## config.mk

```make
export PLATFORM = sky130hd
export DESIGN_NAME = zeroheti_irq_arbiter
export DESIGN_NICKNAME = d
export VERILOG_FILES = /design/src/rtl/zeroheti_irq_arbiter.sv
export SDC_FILE = /design/constraint.sdc
export NUM_CORES = 1
export LEC_CHECK = 0
export BUFFER_PORTS_ARGS = -buffer_cell sky130_fd_sc_hd__buf_2
export CELL_PAD_IN_SITES_DETAIL_PLACEMENT = 1
export CELL_PAD_IN_SITES_GLOBAL_PLACEMENT = 2
export CORE_ASPECT_RATIO = 0.6
export CORE_MARGIN = 4
export CORE_UTILIZATION = 35
export CTS_CLUSTER_DIAMETER = 50
export DETAILED_ROUTE_END_ITERATION = 7
export PLACE_DENSITY_LB_ADDON = 0.1
export SETUP_SLACK_MARGIN = 0.5
export SYNTH_ARGS = -nofsm -noshare
export SYNTH_HDL_FRONTEND = slang
export SYNTH_SLANG_ARGS = --single-unit
```

## constraint.sdc

```tcl
create_clock -name clk_i -period 21 [get_ports clk_i]
set_input_delay 2.1 -clock clk_i [delete_from_list [all_inputs] [get_ports clk_i]]
set_output_delay 2.1 -clock clk_i [all_outputs]
set_load 0.02 [all_outputs]
```

## src/rtl/zeroheti_irq_arbiter.sv

```systemverilog
// zeroheti_irq_arbiter
//   Priority arbiter and claim sequencer for the zeroHETI interrupt path.
//   Raw lines are latched into per-line pending state (edge or level mode).
//   A combinational arbiter picks the highest-priority enabled pending line
//   whose priority is strictly above the threshold; lowest index wins ties.
//   The winner is presented to the core through a registered valid/id/level
//   triple. A claim (ack) retires the named id and forces a one-cycle bubble.
//
// Ports
//   clk_i, rst_ni          clock, asynchronous active-low reset
//   irq_i                  raw interrupt lines (synchronous to clk_i)
//   cfg_we_i/idx/ie/edge/prio  per-line configuration write port
//   threshold_i            winner prio must be strictly greater than this
//   irq_valid_o/id_o/level_o  registered presentation to the core
//   irq_ack_i/irq_id_i     single-cycle claim of id irq_id_i
//   pending_o              current pending vector
//
// Handshake: irq_valid_o is a presentation, not a request that must be held.
// The core may ack in any cycle; irq_id_i names the claimed line regardless of
// what is presented. The cycle after any ack irq_valid_o is 0.
module zeroheti_irq_arbiter #(
  parameter  int NrIrqLines = 16,
  parameter  int NrIrqPrios = 8,
  localparam int IrqWidth   = $clog2(NrIrqLines),
  localparam int PrioWidth  = $clog2(NrIrqPrios)
) (
  input  logic                  clk_i,
  input  logic                  rst_ni,
  input  logic [NrIrqLines-1:0] irq_i,
  input  logic                  cfg_we_i,
  input  logic [IrqWidth-1:0]   cfg_idx_i,
  input  logic                  cfg_ie_i,
  input  logic                  cfg_edge_i,
  input  logic [PrioWidth-1:0]  cfg_prio_i,
  input  logic [PrioWidth-1:0]  threshold_i,
  output logic                  irq_valid_o,
  output logic [IrqWidth-1:0]   irq_id_o,
  output logic [PrioWidth-1:0]  irq_level_o,
  input  logic                  irq_ack_i,
  input  logic [IrqWidth-1:0]   irq_id_i,
  output logic [NrIrqLines-1:0] pending_o
);

  logic [NrIrqLines-1:0]                irq_q_q, irq_q_d;
  logic [NrIrqLines-1:0]                pending_q, pending_d;
  logic [NrIrqLines-1:0]                ie_q, ie_d;
  logic [NrIrqLines-1:0]                edge_q, edge_d;
  logic [NrIrqLines-1:0][PrioWidth-1:0] prio_q, prio_d;
  logic                                 valid_q, valid_d;
  logic [IrqWidth-1:0]                  id_q, id_d;
  logic [PrioWidth-1:0]                 level_q, level_d;

  logic                                 found;
  logic [IrqWidth-1:0]                  win_id;
  logic [PrioWidth-1:0]                 win_prio;

  // Configuration registers. Pending is intentionally untouched by writes.
  always_comb begin
    ie_d   = ie_q;
    edge_d = edge_q;
    prio_d = prio_q;
    if (cfg_we_i) begin
      ie_d[cfg_idx_i]   = cfg_ie_i;
      edge_d[cfg_idx_i] = cfg_edge_i;
      prio_d[cfg_idx_i] = cfg_prio_i;
    end
  end

  // Pending update. In edge mode a set event in the same cycle as a claim
  // of the same line dominates, so the new edge is never lost.
  always_comb begin
    irq_q_d   = irq_i;
    pending_d = pending_q;
    for (int i = 0; i < NrIrqLines; i++) begin
      if (edge_q[i]) begin
        pending_d[i] = (irq_i[i] & ~irq_q_q[i]) |
                       (pending_q[i] & ~(irq_ack_i && (irq_id_i == IrqWidth'(i))));
      end else begin
        pending_d[i] = irq_i[i];
      end
    end
  end

  // Arbiter: starting the running best at the threshold with a strict
  // compare enforces prio > threshold and keeps the lowest index on ties.
  always_comb begin
    found    = 1'b0;
    win_id   = '0;
    win_prio = threshold_i;
    for (int i = 0; i < NrIrqLines; i++) begin
      if (pending_q[i] && ie_q[i] && (prio_q[i] > win_prio)) begin
        found    = 1'b1;
        win_id   = IrqWidth'(i);
        win_prio = prio_q[i];
      end
    end
  end

  // Output stage: an ack blocks presentation for one cycle (the bubble) and
  // freezes id/level so the retiring id is not re-presented.
  always_comb begin
    valid_d = found & ~irq_ack_i;
    id_d    = id_q;
    level_d = level_q;
    if (found && !irq_ack_i) begin
      id_d    = win_id;
      level_d = win_prio;
    end
  end

  always_ff @(posedge clk_i or negedge rst_ni) begin
    if (!rst_ni) begin
      irq_q_q   <= '0;
      pending_q <= '0;
      ie_q      <= '0;
      edge_q    <= '0;
      prio_q    <= '0;
      valid_q   <= 1'b0;
      id_q      <= '0;
      level_q   <= '0;
    end else begin
      irq_q_q   <= irq_q_d;
      pending_q <= pending_d;
      ie_q      <= ie_d;
      edge_q    <= edge_d;
      prio_q    <= prio_d;
      valid_q   <= valid_d;
      id_q      <= id_d;
      level_q   <= level_d;
    end
  end

  assign irq_valid_o = valid_q;
  assign irq_id_o    = id_q;
  assign irq_level_o = level_q;
  assign pending_o   = pending_q;

endmodule

```

Yosys cells after proc, flatten, opt, wreduce, memory -nomap -nowiden

Cells that the tools add are included.

Magnitude comparators: 18
Bitwise gates (word level): 82
Equal/unequal tests: 15
Reduce and logical (&&, ||, !) cells: 52
Multiplexer cells: 70

Operator list:

| operator                                             | number |
|---|---|
| 2-to-1 mux 4 bit                                     | 14 |
| 2-to-1 mux 3 bit                                     | 17 |
| logical AND 1 bit                                    | 50 |
| bitwise mux 48 bit                                   | 1 |
| greater-than comparator 3 bit                        | 16 |
| 2-to-1 mux 1 bit                                     | 34 |
| AND 1 bit                                            | 33 |
| inverter 1 bit                                       | 33 |
| bitwise mux 16 bit                                   | 2 |
| equality test 4 bit (second input constant)          | 8 |
| equality test 4 x 3 -> 1 bit (second input constant) | 4 |
| bitwise OR 1 bit                                     | 16 |
| demux 3 bit (select 4 bit)                           | 1 |
| equality test 4 x 2 -> 1 bit (second input constant) | 2 |
| < comparator 4 x 5 -> 1 bit (second input constant)  | 1 |
| demux 1 bit (select 4 bit)                           | 1 |
| equality test 4 x 1 -> 1 bit (second input constant) | 1 |
| >= comparator 4 x 1 -> 1 bit (second input constant) | 1 |
| zero test 4 bit                                      | 1 |
| zero test 1 bit                                      | 1 |

Bits of input ports: 36
Flip-flop bits (word level): 120
Logic and storage cells: 260

Logic depth before layout (Yosys ltp)

Gate-level depths: netlist of run 1.

Word-level depth: 49
Mapped depth: 120
Depth with buffers taken out: 119

Worst setup path after synthesis of run 1

Ideal clock, no wire load.

Path type: in2reg
Start: input threshold_i[2]
End: register level_q[0], in the netlist irq_level_o[0]
Data required time: 20.876 ns
Data arrival time: 23.293 ns
Setup slack: -2.417 ns
Stages on the path: 113
Cells stage by stage: inv_1 ha_1 nor2_2 a31oi_4 and2_4 mux2_2 ha_1 nor2_1 o21ai_1 a211o_1 mux2_2 ha_1 nor2_1 o211ai_1 o32ai_1 mux2_2 ha_1 o21bai_1 (+77 left out) mux2_2 ha_1 a21oi_1 maj3_1 and3_1 clkbuf_1 o31ai_1 a21oi_1 ha_1 inv_1 a21o_1 a21oi_1 a311oi_1 nor2_1 and4_1 a31o_4 and2_1 a211o_1

Word-level cells in the longest chain between the ends: 49
Elaborated cells between the ends (all ways): 65
Those cells by class: order compare (16); mux (32); reduce/logical (17)

RTL lines:

| item                          | RTL line | RTL |
|---|---|---|
| start, declared               | 35       | `input logic [PrioWidth-1:0] threshold_i,` |
| greater-than comparator 3 bit | 91       | `if (pending_q[i] && ie_q[i] && (prio_q[i] > win_prio)) begin` |
| logical AND 1 bit             | 91       |  |
| 2-to-1 mux 3 bit              | 91       |  |
| greater-than comparator 3 bit | 91       |  |
| logical AND 1 bit             | 91       |  |
| 2-to-1 mux 3 bit              | 91       |  |
| greater-than comparator 3 bit | 91       |  |
| logical AND 1 bit             | 91       |  |
| (+33 left out)                | --       |  |
| 2-to-1 mux 3 bit              | 91       |  |
| greater-than comparator 3 bit | 91       |  |
| logical AND 1 bit             | 91       |  |
| 2-to-1 mux 3 bit              | 91       |  |
| greater-than comparator 3 bit | 91       |  |
| logical AND 1 bit             | 91       |  |
| 2-to-1 mux 1 bit              | 91       |  |
| logical AND 1 bit             | 105      | `if (found && !irq_ack_i) begin` |
| end signal, assigned          | 129      | `level_q <= level_d;` |
| end, declared                 | 51       | `logic [PrioWidth-1:0] level_q, level_d;` |

Parallel ways exist; a longest one is shown, timed or not.
A chain may end at the register's enable or synchronous reset.

Final worst setup path of run 1

Start: input threshold_i[2]
End: register id_q[1], in the netlist irq_id_o[1]

Word-level cells in the longest chain between the ends: 49
Elaborated cells between the ends (all ways): 78
Those cells by class: order compare (16); mux (45); reduce/logical (17)

RTL lines:

| item                          | RTL line | RTL |
|---|---|---|
| greater-than comparator 3 bit | 91       |  |
| logical AND 1 bit             | 91       |  |
| 2-to-1 mux 3 bit              | 91       |  |
| greater-than comparator 3 bit | 91       |  |
| logical AND 1 bit             | 91       |  |
| 2-to-1 mux 3 bit              | 91       |  |
| greater-than comparator 3 bit | 91       |  |
| logical AND 1 bit             | 91       |  |
| (+33 left out)                | --       |  |
| 2-to-1 mux 3 bit              | 91       |  |
| greater-than comparator 3 bit | 91       |  |
| logical AND 1 bit             | 91       |  |
| 2-to-1 mux 3 bit              | 91       |  |
| greater-than comparator 3 bit | 91       |  |
| logical AND 1 bit             | 91       |  |
| 2-to-1 mux 1 bit              | 91       |  |
| logical AND 1 bit             | 105      |  |
| end signal, assigned          | 128      | `id_q <= id_d;` |
| end, declared                 | 50       | `logic [IrqWidth-1:0] id_q, id_d;` |

Parallel ways exist; a longest one is shown, timed or not.

==> results of run 1 <==
[cells by family after synthesis]
family                     synth area share
and+or+nand+nor                       0.175
AOI/OAI and AO/OA                     0.197
DFF                                   0.430
muxes                                 0.131
buffers and inverters                0.0226
adders and majority gates            0.0448
[cells in the mapped netlist, types with 4 or more instances]
library cell,number,share of area
clkbuf_1,9,0.0048
a21o_1,5,0.0054
nand4_1,4,0.0036
nand2b_1,8,0.0072
o21ai_0,33,0.024
maj3_1,5,0.0072
a31oi_1,7,0.0063
nor3_1,12,0.0086
inv_1,30,0.016
nor2b_1,7,0.0063
a21oi_2,4,0.0050
nor4_1,4,0.0036
or2_2,6,0.0054
nand3_1,30,0.021
and2_1,9,0.0081
and3_1,13,0.012
dfrtp_1,120,0.43
nor2_1,50,0.027
o31ai_1,5,0.0054
ha_1,21,0.038
o211ai_1,7,0.0075
a211oi_1,5,0.0054
o211a_1,5,0.0072
nand2_1,76,0.041
mux2_2,74,0.12
a21oi_1,23,0.016
nor3b_1,6,0.0064
o21a_1,6,0.0064
a32o_1,15,0.021
or3_1,9,0.0081
[layer usage]
metal | GRT usage | vias up
li1 | - | 2958
met1 | 0.344 | 3256
met2 | 0.337 | 133
met3 | 0.0546 | 29
met4 | 0.0538 | 6
met5 | 0 | -
[power by group through the flow]
stage	clock network [uW]	logic, uW	registers, uW
floorplan	0	369	340
global placement	0	564	337
detailed placement	0	584	341
CTS	303	684	340
global route	314	829	350
finish	297	769	342
[flip-flops by register name, indices dropped and copies added (netlist names)]
name / flops
prio_q: 48
edge_q: 16
ie_q: 16
irq_q_q: 16
pending_o: 16
irq_id_o: 4
irq_level_o: 3
irq_valid_o: 1
[through the flow]
step | util | hold slack [ps] | TNS [ps] | total power, uW | area, um^2
floorplan | - | 472 | -7630 | 709 | 7340
global placement | 0.436 | 467 | -14930 | 901 | 8420
detailed placement | 0.436 | 485 | -19420 | 925 | 8420
CTS | 0.493 | 503 | -8020 | 1330 | 9530
global route | 0.509 | 517 | -17870 | 1490 | 9840
finish | 0.509 | 500 | -10850 | 1410 | 9840
[cell type report]
cell class / instances / area, um^2
fillers: 2152 / 9480
multi-input cells: 529 / 4600
flip-flops and latches: 120 / 3000
repair buffers: 171 / 1170
clock buffers: 23 / 478
well taps: 266 / 333
inverters: 31 / 134
clock inverters: 9 / 116
diodes: 1 / 2.50
[worst max path at each step]
stage,slack [ps],from,end
2_1_floorplan,-1090,threshold_i[2],irq_id_o[1]
3_3_place_gp,-1950,threshold_i[2],irq_level_o[1]
3_5_place_dp,-2510,threshold_i[2],irq_level_o[1]
4_1_cts,-1080,threshold_i[1],irq_id_o[1]
5_1_grt,-2300,threshold_i[1],irq_level_o[1]
6_report,-1420,threshold_i[2],irq_id_o[1]
[repair_timing]
| action | CTS | global route |
|---|---|---|
| hold buffers | 0 | 0 |
| endpoints found under the setup margin | 8 | 8 |
| gates resized for setup | 57 | 34 |
| buffers inserted | 33 | 13 |
| pin swaps | 80 | 42 |
==> impl_results.md, run 1 <==
- Final Hold Viols: 0
- DRT antenna net count: 0
- Pre-antenna DRT Iters: 5
- Max_cap viols: 0
- Clock Skews: slightly above 10 ps
- Combinational power share: 0.546
- Hold Path Depth: 1
- GR Util All Layers: 0.230
- Post-Place Cells: about 1100
- Most common cell on crit path: ha_4
- Htree depth: 4
- Sequential Power Share: 0.243
- Max layer used: met5
- Worst Path Buf+Inv: 7
- Vias in the first global route: around 6800
- Yosys cell types: 80
- Via count: 6382
- Worst Setup Slack, final: -1420 ps
- # nets final: a little over 900
- Congestion Overflow GR: 0
- Worst min path class: reg -> reg
- Worst Path Class, Setup: in -> reg
- Synth Warn #: 0
- Peak supply drop: around 0.086 mV
- Int Power: around 860 uW
- Req. time, crit path: between 20000 and 25000 ps
- Share of layout cells above drive strength 1: 0.470
- Reg2reg start: prio_q[1]
- HP Start: ie_q[13]
- Worst R2R End: irq_id_o[1]
- # setup viols final: 8
- Syn Area/Cell: 10.1 um^2
- CP max FO: 7
- # IOs: 60
- CP delay by family, top: compound AO/OA/AOI/OAI gates
- Clock Tree Root: clkbuf_16
- Reg2Reg Depth: between 100 and 150
- Post-synthesis register bit count: 120
- Post-route DRC: 0
- Most frequent cells in the layout: dfrtp_1, buf_4, nand2_1
- Sw Pwr: 550 uW
- Initial Util: 0.362
- Status: finished, violations left
- Initial antenna violation count: 3
- Leakage: around 0.0042 uW
- Worst slew pin tran: about 1200 ps
- CTS tree: done
- EDFF count, synth: 0
- TritonCTS Buffers: 17
- Count of final max-slew check failures: 0
- Failing checks: setup timing
- Syn Inst Count: about 700
- Share of power burned in the clock network: 0.211
- Met3 routed WL: 1.21 mm
- Slowest stage cell on the critical path: mux2_4
- Die height: around 120 um
- Worst setup SP type: primary input
- Worst Hold Endpoint: ie_q[13]
- Row count: 39
- Power Density: 143 nW/um^2
- Register area share after synthesis: 0.430
- Asr flop ratio synth: 1.00
- Routed wire length: 25.5 mm
- CTS Buffer Depth: 2
- Post-Place Setup Slack: -2510 ps
- Post-route insts no fill: between 1000 and 1500
- Capturing element type of the critical path: flop
- Clock Latency Late Sink: 440 ps
- Die ar.: approximately 22000 um^2
- Largest net degree at the start of global routing: 71
- Mapped Area: roughly 7000 um^2
- Core ar.: between 15000 and 20000 um^2
- GP Congestion: around 0.84
- Most used DFF post-synth: dfrtp_1
- Met2 wire len: 11.2 mm
- Achievable clock frequency: 0.0446 GHz
- Initial DRC Count: 331
- R2r setup slk: -130 ps
- Hpwl dp: 17.8 mm
- Crit share post-route: 1.07
- RSZ-0062 raised after global routing: yes
- Max stage delay on crit path: 360 ps
- Vias per cell: about 5.5
- Crit path time final: between 20000 and 25000 ps
- DR WL/cell: 22.1 um
- Number of cells on the critical path: 117
- Port-buffer cells: 59
- First-pass GRT wire length: approximately 40 mm
- Syn nets: about 750
- Worst Path Arrival: roughly 23000 ps
- Most common cell after layout, fill and taps aside: dfrtp_1
- # clock sinks: 120
- Switching share of power: 0.390
- Clock-pin slew on the worst setup and hold paths: about 60 ps
- Slew headroom: 0.176
- Die X-Extent: between 150 and 200 um
- Routed met1 length: roughly 13 mm
- Layout area overhead: 40.9%
Power figures use the tool's default switching activity.
==> run 2, diff against run 1 <==
--- a/config.mk
+++ b/config.mk
@@ -5,12 +5,13 @@
 export SDC_FILE = /design/constraint.sdc
 export NUM_CORES = 1
 export LEC_CHECK = 0
+export ABC_AREA = 1
 export BUFFER_PORTS_ARGS = -buffer_cell sky130_fd_sc_hd__buf_2
 export CELL_PAD_IN_SITES_DETAIL_PLACEMENT = 1
 export CELL_PAD_IN_SITES_GLOBAL_PLACEMENT = 2
 export CORE_ASPECT_RATIO = 0.6
 export CORE_MARGIN = 4
-export CORE_UTILIZATION = 35
+export CORE_UTILIZATION = 32
 export CTS_CLUSTER_DIAMETER = 50
 export DETAILED_ROUTE_END_ITERATION = 7
 export PLACE_DENSITY_LB_ADDON = 0.1
==> run 2 against run 1 <==
  * The flow now finishes without violations
  * Critical path depth up 10
  * Utilization is 11 points lower
  * Sequential power decreased by 7.6%
  * Critical path type unchanged
  * Largest power group unchanged
==> impl_results.md, run 2 <==
- DR WL/cell: 19.0 um
- # IOs: 60
- Yosys cell types: 32
- Max_cap viols: 0
- Die ar.: between 20000 and 25000 um^2
- DRT antenna net count: 0
- Post-Place Setup Slack: 192 ps
- Capturing element type of the critical path: flop
- Most used DFF post-synth: dfrtp_1
- Status: finished clean
- Largest net degree at the start of global routing: 72
- Crit path time final: 18870 ps
- Post-Place Cells: around 1100
- Flip-flop count of the largest register after layout: 48
- Power Density: approximately 130 nW/um^2
- CP max FO: 10
- Clock Tree Root: clkbuf_16
- Worst Path Class, Setup: in -> reg
- Clock-pin slew on the worst setup and hold paths: 50 ps
- # nets final: approximately 900
- Final Hold Viols: 0
- Core ar.: 19200 um^2
- Syn Inst Count: roughly 800
- Row count: 39
- Max stage delay on crit path: ~330 ps
- Leakage: just under 0.004 uW
- TritonCTS Buffers: 17
- Syn Area/Cell: slightly above 8 um^2
- Share of the synthesized area in the top cell type: 0.473
- Vias in the first global route: roughly 6000
- Crit share post-route: 0.899
- Clock Skews: 6.55 ps
- Largest reg by FF count: prio_q
- Die height: about 120 um
- First-pass GRT wire length: roughly 35 mm
- Slew headroom: 0.349
- Share of layout cells above drive strength 1: 0.189
- Peak supply drop: about 0.060 mV
- Most frequent cells after synthesis: nand2_1, dfrtp_1, o21ai_0, inv_1, nor2_1
- Hpwl dp: roughly 16 mm
- # setup viols final: 0
- Vias per cell: roughly 5
- Most common cell after layout, fill and taps aside: nand2_1
- Cell area after layout: ~7600 um^2
- Final setup TNS: 0 ps
- Post-synthesis register bit count: 120
- GP Congestion: around 0.8
- Worst slew pin tran: about 1000 ps
- Post-route insts no fill: about 1100
- Asr flop ratio synth: 1.00
- Worst Path Arrival: 19180 ps
- Fillers: 2318
- Worst setup SP type: primary input
- Initial DRC Count: between 200 and 300
- Via count: 5620
- Layout area overhead: 19.6%
- GR Util All Layers: 0.206
- Req. time, crit path: about 21000 ps
- Synth Warn #: 0
- Routed wire length: roughly 22 mm
- Port-buffer cells: 59
- Pre-antenna DRT Iters: 4
- Register area share after synthesis: 0.473
- Largest area contributor in the netlist: dfrtp_1
- Achievable clock frequency: about 0.053 GHz
- Placed inst area: 6950 um^2
- Slowest stage cell on the critical path: ha_1
- Most common cell in the netlist: nand2_1
- Initial antenna violation count: 3
- Initial Util: 0.330
- Most frequent cells in the layout: nand2_1, dfrtp_1, o21ai_0
- RSZ-0062 raised after global routing: no
- CTS Buffer Depth: 2
- # clock sinks: 120
- Die X-Extent: about 190 um
- Most common cell on crit path: nand2_1
- Mapped Area: 6340 um^2
- Synth area leaders: dfrtp_1, nand2_1, o21ai_0
- Overall Power: 1020 uW
- Congestion Overflow GR: 0
- Count of final max-slew check failures: 0
- Post-route DRC: 0
- Worst min path class: reg -> reg
- CTS tree: done
- EDFF count, synth: 0
- Htree depth: 4
- Syn nets: between 800 and 900
- Worst Setup Slack, final: 2130 ps
- Clock Latency Late Sink: about 420 ps
run 2: kinds of logic after synthesis:
group / synth area share
and+or+nand+nor: 0.298
AOI/OAI and AO/OA: 0.134
DFF: 0.473
buffers and inverters: 0.0527
adders and majority gates: 0.0414
run 2: layout make-up:
class,count,area (um^2),share of cell area
sequential,120,3000,0.396
clock inverter,7,115,0.0152
multi-input combinational,575,3020,0.398
inverter,82,308,0.0406
clock buffer,25,495,0.0653
tap,266,333,0.0439
timing repair buffer,61,313,0.0412
antenna,1,2.50,0.000330
run 2: power by group:
part / switching, uW / internal [uW]
clock: 110 / 199
sequential: 36.6 / 279
combinational: 253 / 140
run 2: worst paths after layout:
check                               start        endpoint  slack (ps)  cells past startpoint
min                        irq_level_o[2]  irq_level_o[2]         480                      2
max                        threshold_i[2]  irq_level_o[2]        2130                    127
min in group asynchronous          rst_ni      irq_q_q[5]        1710                      1
max in group asynchronous          rst_ni         ie_q[9]       17830                      2
max reg2reg                     prio_q[2]  irq_level_o[2]        3560                    124
min reg2reg                irq_level_o[2]  irq_level_o[2]         480                      2
run 2: repair_timing:
action	in CTS	in global routing
pin swaps	1	1
hold buffers	0	0
setup buffers	1	0
gates resized for setup	0	17
endpoints found under the setup margin	7	8
run 2: critical path: cells and delay by family:
kind / cells / cell delay [ps]
AOI/OAI and AO/OA: 25 / 2990
adders and majority gates: 16 / 4520
buffers and inverters: 8 / 830
and+or+nand+nor: 78 / 8640
run 2: routing by layer:
| metal | track usage | up-vias | wire, um |
|---|---|---|---|
| li1 | - | 2732 | - |
| met1 | 0.307 | 2773 | 11200 |
| met2 | 0.300 | 88 | 8940 |
| met3 | 0.0477 | 23 | 1160 |
| met4 | 0.0612 | 4 | 267 |
| met5 | 0 | - | 27 |
run 2: stage by stage:
step | utilization | hold slack (ps)
after floorplan | - | 453
after global placement | 0.362 | 461
after detailed placement | 0.362 | 469
after CTS | 0.394 | 484
after global routing | 0.395 | 498
final | 0.395 | 476
==> run 3, diff against run 2 <==
--- a/config.mk
+++ b/config.mk
@@ -14,7 +14,7 @@
 export CORE_UTILIZATION = 32
 export CTS_CLUSTER_DIAMETER = 50
 export DETAILED_ROUTE_END_ITERATION = 7
-export PLACE_DENSITY_LB_ADDON = 0.1
+export PLACE_DENSITY = 0.72
 export SETUP_SLACK_MARGIN = 0.5
 export SYNTH_ARGS = -nofsm -noshare
 export SYNTH_HDL_FRONTEND = slang
==> run 3 against run 2 <==
  * Die area did not move
  * Register-to-register slack worse by 70 ps
  * Power barely moved
  * Utilization rose by 0.10 points
  * Highest routed layer unchanged
  * Sequential cell count did not move
  * Clock power rose by 2%
  * Cell count increased by 0.18%
  * Sequential share of layout area is 0.10 points lower
  * Largest power group unchanged
==> impl_results.md, run 3 (synthesized netlist as in run 2, its figures left out) <==
- Status: finished clean
- Post-route DRC: 0
- Row count: 39
- Final setup TNS: 0 ps
- Slew headroom: 0.310
- Crit path time final: about 19000 ps
- DR WL/cell: 18.3 um
- Die height: 117 um
- Vias in the first global route: around 5900
- Most common cell on crit path: nand2_1
- Worst R2R End: irq_level_o[2]
- Leakage: between 0.003 and 0.004 uW
- Reg area: approximately 3000 um^2
- Flip-flop count of the largest register after layout: 48
- Routed wire length: approximately 21 mm
- # clock sinks: 120
- Layout area overhead: 19.9%
- Worst Path Buf+Inv: 8
- Area occupied by multi-input gates: roughly 3000 um^2
- Die ar.: between 20000 and 25000 um^2
- Die X-Extent: between 150 and 200 um
- Most frequent cells in the layout: nand2_1, dfrtp_1, o21ai_0
- Overall Power: about 1000 uW
- Most common cell after layout, fill and taps aside: nand2_1
- Critical Path End: irq_level_o[2]
- CTS Buffer Depth: 2
- Initial Util: 0.330
- Port-buffer cells: 59
- Final Hold Viols: 0
- Clock Tree Root: clkbuf_16
- Req. time, crit path: about 21000 ps
- CP delay by family, top: simple AND/OR/NAND/NOR gates
- Htree depth: 4
- Sw Pwr: just under 400 uW
- Fillers: 2349
- Combinational power share: 0.381
- Placed inst area: 6950 um^2
- Share of layout cells above drive strength 1: 0.189
- Share of power burned in the clock network: 0.309
- # IOs: 60
- Sequential Power Share: 0.310
- # setup viols final: 0
- Capturing element type of the critical path: flop
- Worst slew pin tran: around 1000 ps
- Worst min path class: reg -> reg
- Max_cap viols: 0
- Reg2reg start: prio_q[2]
- Number of cells on the critical path: 126
- Worst setup SP type: primary input
- Pre-antenna DRT Iters: 5
- GR Util All Layers: 0.196
- GP Congestion: around 0.83
- CP max FO: 11
- # nets final: 916
- TritonCTS Buffers: 17
- Slowest stage cell on the critical path: ha_1
- CTS tree: done
- Power Density: roughly 130 nW/um^2
- Worst Path Class, Setup: in -> reg
- Peak supply drop: approximately 0.06 mV
- Initial antenna violation count: 3
- Via count: 5611
- Crit share post-route: 0.902
- Core ar.: a little under 20000 um^2
- Clock Latency Late Sink: about 420 ps
- Largest net degree at the start of global routing: just under 80
- Cell area after layout: approximately 7600 um^2
- Largest reg by FF count: prio_q
- Initial DRC Count: about 260
- RSZ-0062 raised after global routing: no
- Int Power: between 600 and 700 uW
- HP Start: irq_level_o[2]
- Achievable clock frequency: roughly 0.053 GHz
- Hpwl dp: 15.4 mm
- Clock Skews: slightly below 9 ps
- Hold buffers post-CTS: 0
- DRT antenna net count: 0
- Vias per cell: between 4 and 5
- Congestion Overflow GR: 0
- CP startpoint: threshold_i[2]
- Util after Layout: 0.396
- R2r setup slk: 3490 ps
- First-pass GRT wire length: about 33 mm
- Max stage delay on crit path: 330 ps
- Switching share of power: 0.383
- Worst Path Arrival: 19300 ps
- Reg2Reg Depth: ~120
- Count of final max-slew check failures: 0
- Clock-pin slew on the worst setup and hold paths: ~60 ps
[run 3: cell types whose count changed in the layout (fill, tap and decap cells not counted)]
cell,delta
buf_4,+2
bufinv_16,+1
clkbuf_8,-1
clkinv_2,+1
clkinvlp_4,-1
nand2_2,+1
nand2_4,-1
o21ai_0,+1
o21ai_2,-1
[run 3: worst min-delay path by stage]
stage,to,cells after the start
after floorplan,ie_q[0],2
after global placement,irq_level_o[0],2
after detailed placement,irq_level_o[2],2
after CTS,irq_level_o[2],2
after global routing,irq_level_o[2],2
final,irq_level_o[2],2
[run 3: cell type report]
| class | instances | share of cell area |
|---|---|---|
| Multi-Input combinational cell | 575 | 0.396 |
| Clock inverter | 8 | 0.0188 |
| Timing Repair Buffer | 63 | 0.0431 |
| Tap cell | 266 | 0.0437 |
| Sequential cell | 120 | 0.395 |
| Antenna cell | 1 | 0.000329 |
| Inverter | 82 | 0.0405 |
| Clock buffer | 24 | 0.0633 |
[run 3: power by group through the flow]
stage	combinational [uW]	clock (uW)	sequential (uW)
2_1_floorplan	268	0	323
3_3_place_gp	360	0	316
3_5_place_dp	381	0	318
4_1_cts	388	320	316
5_1_grt	440	332	322
6_report	387	314	315
[run 3: repair_timing]
action | CTS | global route
hold endpoints to repair | 0 | 0
resized for setup | 0 | 14
setup buffers | 0 | 3
endpoints found under the setup margin | 0 | 8
[run 3: layer usage]
layer,up-vias,track usage,share of wire
met4,2,0.0414,0.0081
li1,2732,-,-
met2,84,0.300,0.43
met5,-,0,0.00062
met1,2772,0.284,0.52
met3,21,0.0477,0.035
[run 3: worst reg2reg max path: cells and delay by family (launching register included)]
kind	cells	cell delay, ps
AND/OR/NAND/NOR	81	8860
adder cells (fa/ha/maj)	16	4550
AO/OA/AOI/OAI	21	2920
buffers and inverters	6	700
flip-flops	1	410
[run 3: per-stage QoR]
step	std cells	worst slack, ps	hold slack [ps]
6_report	1139	2050	472
3_5_place_dp	1103	327	460
5_1_grt	1139	501	497
3_3_place_gp	1103	1560	456
2_1_floorplan	782	3540	453
4_1_cts	1135	565	476
